<file path="src/rtl/sap_universal_register.sv">
// Multi-mode SAP register slice: parallel load, shift left/right, up/down count,
// with AND-gated bus output, combinational terminal count and registered wrap flag.
module sap_universal_register #(
  parameter int unsigned     WIDTH       = 4,
  parameter logic [WIDTH-1:0] RESET_VALUE = '0
) (
  input  logic             clk,
  input  logic             clr,
  input  logic             g1,
  input  logic             g2,
  input  logic             m,
  input  logic             n,
  input  logic [1:0]       mode,
  input  logic             dir,
  input  logic             ser_l,
  input  logic             ser_r,
  input  logic [WIDTH-1:0] data,
  output logic [WIDTH-1:0] q,
  output logic [WIDTH-1:0] bus_q,
  output logic             bus_oe,
  output logic             tc,
  output logic             carry
);

  localparam logic [1:0] MODE_HOLD  = 2'b00;
  localparam logic [1:0] MODE_SHL   = 2'b01;
  localparam logic [1:0] MODE_SHR   = 2'b10;
  localparam logic [1:0] MODE_COUNT = 2'b11;

  localparam logic [WIDTH-1:0] ALL_ONES = {WIDTH{1'b1}};
  localparam logic [WIDTH-1:0] ALL_ZERO = {WIDTH{1'b0}};

  logic             load;
  logic             q_is_max;
  logic             q_is_zero;
  logic [WIDTH-1:0] q_next;
  logic             carry_next;

  assign load      = ~g1 & ~g2;
  assign q_is_max  = (q == ALL_ONES);
  assign q_is_zero = (q == ALL_ZERO);

  // Next-state selection: load overrides any mode operation; clr is applied in the register.
  always_comb begin
    q_next     = q;
    carry_next = 1'b0;
    if (load) begin
      q_next = data;
    end else begin
      case (mode)
        MODE_HOLD: begin
          q_next = q;
        end
        MODE_SHL: begin
          q_next     = {q[WIDTH-2:0], ser_l};
          carry_next = q[WIDTH-1];
        end
        MODE_SHR: begin
          q_next     = {ser_r, q[WIDTH-1:1]};
          carry_next = q[0];
        end
        MODE_COUNT: begin
          if (dir) begin
            q_next     = q + WIDTH'(1);
            carry_next = q_is_max;
          end else begin
            q_next     = q - WIDTH'(1);
            carry_next = q_is_zero;
          end
        end
        default: begin
          q_next = q;
        end
      endcase
    end
  end

  always_ff @(posedge clk) begin
    if (clr) begin
      q     <= RESET_VALUE;
      carry <= 1'b0;
    end else begin
      q     <= q_next;
      carry <= carry_next;
    end
  end

  // Bus gating and terminal count are zero-latency views of the current state.
  assign bus_oe = ~m & ~n;
  assign bus_q  = bus_oe ? q : ALL_ZERO;
  assign tc     = (mode == MODE_COUNT) & ((dir & q_is_max) | (~dir & q_is_zero));

endmodule

</file>
<file path="config.mk">
export PLATFORM = sky130hd
export DESIGN_NAME = sap_universal_register
export DESIGN_NICKNAME = d
export VERILOG_FILES = /design/src/rtl/sap_universal_register.sv
export SDC_FILE = /design/constraint.sdc
export NUM_CORES = 1
export LEC_CHECK = 0
export BUFFER_PORTS_ARGS = -buffer_cell sky130_fd_sc_hd__buf_4
export CAP_MARGIN = 5
export CORE_AREA = 5 5 42 44
export CTS_CLUSTER_DIAMETER = 120
export DETAILED_ROUTE_END_ITERATION = 10
export DIE_AREA = 0 0 47 49
export PLACE_DENSITY = 0.63
export SETUP_SLACK_MARGIN = 0.02
export SKIP_LAST_GASP = 1
export SLEW_MARGIN = 0
export SYNTH_ARGS = -nofsm -noshare
export SYNTH_HDL_FRONTEND = slang
export SYNTH_SLANG_ARGS = --single-unit
</file>
<file path="constraint.sdc">
create_clock -name clk -period 5.18 [get_ports clk]
set_clock_uncertainty 0.2 [all_clocks]
set_input_delay 0.259 -clock clk [delete_from_list [all_inputs] [get_ports clk]]
set_output_delay 0.259 -clock clk [all_outputs]
set_load 0.03 [all_outputs]
</file>
After elaboration in Yosys (flattened, before gate mapping). Cells that the tools add are included.

Register bits: 5. Input port bits: 15. Logic and storage cells: 29.

$add $sub $neg: 2. Equal/unequal tests: 5. Multiplexer cells: 6. Bitwise operators: 11. Reductions and logical operators: 3.

Operator list (number): $mux 4 (3); $pmux 4 s3 (1); $and 1x1->1 (5); $not 1->1 (5); $add 4x1->4 const B (1); $eq 2x2->1 const B (2); $eq 4x4->1 const B (1); $logic_not 4->1 (1); $sub 4x1->4 const B (1); $pmux 1 s3 (1); $eq 2x1->1 const B (1); $logic_not 2->1 (1); $ne 2x2->1 const B (1); $reduce_or 2->1 (1); $mux 1 (1); $or 1x1->1 (1).

Depth between registers and ports, before layout.
Word-level depth: 4. Depth in mapped cells: 6.

Worst setup path after synthesis. OpenSTA, ideal clock, no wires.

Path kind: reg2reg. From: reg q[0]. To: reg q[2]. Data arrival time: 1915 ps. Setup slack: 2945 ps. Stages on the path, launching flop included: 7. Period minus slack after synthesis: 2235 ps. Cell sequence: dfxtp_1 -> inv_1 -> fa_1 -> xnor2_1 -> mux4_1 -> o21ai_0 -> a21oi_1.

Longest elaborated chain between the ends: 4. Elaborated cells on any way between the ends: 5.

RTL lines: start: declaration (RTL line 18) `output logic [WIDTH-1:0] q,`; start signal: assignment (RTL line 83) `q <= q_next;`; $sub 4x1->4 / $add 4x1->4 (equally long branches) (RTL line 67, 64); $mux 4 (*) (RTL line 63) `if (dir) begin`; $pmux 4 s3 (*) (RTL line 50) `case (mode)`; $mux 4 (*) (RTL line 47) `if (load) begin`.

Every way passes the cells marked *; elsewhere a longest branch is shown, timed or not. A chain may end at the register's enable or synchronous reset.

Worst setup path in the final report. Ends and elaborated chain as after synthesis.

==> run_results.csv <==
group,metric,value,unit
logic_synthesis,seq_area_frac_synth,0.2094,
layout,final_nets,106,
logic_synthesis,yosysWarningCount,0,
cts,clk_pin_slew_worst_paths,0.05,ns
logic_synthesis,yosys.area.top_type_share,0.2094,
die,start_util,0.3411,
die,core_area,1401,um^2
cts,cts_resized,0,
sta,fin_ws,3.060,ns
layout,area_delta_synth_final,46.86,%
critical_path,worst_ep_required_time,5.12,ns
cts,clock-sinks,5,
logic_synthesis,synth-main-ff-cell,"dfxtp_1",
cts,cts_max_path_buffers,2,
layout,drive_gt1_frac,0.3448,
cts,clockRootBuffer,"clkbuf_4",
routing,via_per_inst,5.165,
die,dieHeight,49,um
routing,dr_wl_met2,647,um
sta,worstMarginPinSlew,0.5071,ns
placed_design,pre_cts_ws,3.064,ns
hold_path,worst_hold_path_type,"in2reg",
routing,drc,0,
cts,cts_setup_buffers,0,
logic_synthesis,synth_area_leaders,"dfxtp_1 21%, a21oi_1 6.3%, mux4_1 5.5%",
placed_design,routabilityCongestion,0.8035,
power,p_total,156.3,uW
routing,vias,532,
placed_design,portBuffers,25,
logic_synthesis,synth_edf_count,0,
sta,whs,0.02461,ns
layout,final_core_util,0.5009,
sta,setup_viol,0,
die,die-area,2303,um^2
critical_path,worst_setup_path_end_kind,"flip-flop",
sta,slew_violations,0,
routing,ant_nets,0,
layout,n_antenna_cell,0,
status,status,"completed",
cts,cts_tree,"done",
logic_synthesis,synth_async_sr_flop_share,0,
logic_synthesis,synth_fp_nets,78,
global_routing,grt.total_usage,0.1300,
routing,wl_met1,574,um
die,num_rows,14,
cts,cts_buffers,3,
global_routing,grt_max_degree,10,
routing,highest_layer,"met3",
logic_synthesis,ys_ff_latch,5,
routing,wl_met3,72,um
global_routing,grt_pass1_vias,544,
logic_synthesis,syn_inst,60,
routing,drtIter0Drc,12,
logic_synthesis,synth.most_common_cell,"nor2_1",
sta,finalCritPeriodShare,0.4093,
critical_path,start_kind,"flip-flop",
flow_run,maxCapViolCount,0,
power,vdd_ir_drop_max,0.1171,mV
placed_design,dp_hpwl,1048,um
power,power.leakage,0.0003302,uW
routing,wl,1295,um
power,powerDensity,222.7,nW/um^2
logic_synthesis,synth_top_area_cell,"dfxtp_1",
critical_path,worstSetupPathType,"reg2reg",
sta,grt_setup_unrepaired,"false",
critical_path,worstPathArrival,2.06,ns
routing,first_pass_iters,2,
sta,hold_violations,0,
global_routing,grt_pass1_wl,2221,um
logic_synthesis,netlist_area,478.0,um^2
global_routing,grt_antenna_before_repair,0,
cts,insertion_delay,0.25,ns
cts,ctsHoldBuffers,0,
routing,wire_per_inst,12.57,um
sta,tns,0,ns
global_routing,grt_overflow,0,
sta,fmax,471.7,MHz
sta,relSlewSlack,0.6607,
die,io_pins,26,
logic_synthesis,synthDistinctLibCells,31,
cts,cts_max_level,1,
logic_synthesis,synth_commonest_cells,"7 x nor2_1, 6 x a21oi_1, 5 x dfxtp_1, 5 x inv_1, 4 x o21ai_0",
logic_synthesis,synth_area_per_cell,7.966,um^2
die,die_w,47,um
sta,period_needed,2.120,ns
critical_path,crit_path_max_fanout,9,
## placed cells by master (no fill, tap or decap), drive strengths merged, types with 3 or more instances in the layout
master,n
a21oi,6
dfxtp,5
o21ai,4
nand2,3
buf,25
nor3,3
clkbuf,4
nor2,7
inv,5
## final cells by class
| class | count | area (um^2) |
|---|---|---|
| Tap cell | 16 | 20.02 |
| Clock buffer | 4 | 26.28 |
| Timing Repair Buffer | 25 | 187.7 |
| Inverter | 5 | 18.77 |
| Multi-Input combinational cell | 48 | 349.1 |
| Fill cell | 149 | 699.4 |
| Sequential cell | 5 | 100.1 |
## per-layer routing
layer,vias to the layer above,global-route usage
li1,273,-
met1,241,0.1689
met2,18,0.1991
met3,0,0.05166
met4,0,0.02765
met5,-,0
## power by group
| group | switching (uW) | leakage [uW] | total (uW) | internal (uW) |
|---|---|---|---|---|
| logic | 31.4 | 0.000274 | 60.9 | 29.5 |
| clock network | 17.6 | 0.0000150 | 46.9 | 29.2 |
| registers | 6.48 | 0.0000412 | 48.5 | 42.0 |
## per-stage QoR
| step | instance area [um^2] | instances |
|---|---|---|
| after global routing | 701.9 | 103 |
| after global placement | 675.6 | 99 |
| after floorplan | 478.0 | 60 |
| after CTS | 701.9 | 103 |
| after detailed placement | 675.6 | 99 |
| final | 701.9 | 103 |
## final timing paths
kind / start / end / slack [ns] / cells past startpoint
setup / recovery: q[0]$_SDFFE_PP0P_ / q[2]$_SDFFE_PP0P_ / 3.06 / 6
hold / removal: clr / q[2]$_SDFFE_PP0P_ / 0.02 / 2
setup reg to reg: q[0]$_SDFFE_PP0P_ / q[2]$_SDFFE_PP0P_ / 3.06 / 6
hold reg to reg: q[3]$_SDFFE_PP0P_ / q[3]$_SDFFE_PP0P_ / 0.40 / 2
## kinds of logic (layout without fill, tap and decap cells)
family | count (synthesis) | after routing | synth area share
XOR/XNOR | 2 | 2 | 0.03666
flip-flops | 5 | 5 | 0.2094
buffers and inverters | 7 | 34 | 0.06019
AO/OA/AOI/OAI | 17 | 17 | 0.2252
multiplexers | 4 | 4 | 0.1440
AND/OR/NAND/NOR | 22 | 22 | 0.2304
adder cells (fa/ha/maj) | 3 | 3 | 0.09423
## critical path, cell delays in order (launching register included)
cell and delay [ns]:
dfxtp_1 0.47, inv_1 0.15, fa_1 0.42, xnor2_1 0.13, mux4_1 0.48, o21ai_0 0.08, a21oi_1 0.08
## flip-flops by register name, summed over array words and instances (netlist names)
| signal | flops |
|---|---|
| carry | 1 |
| q | 4 |
(Power assumes the default switching activity.)
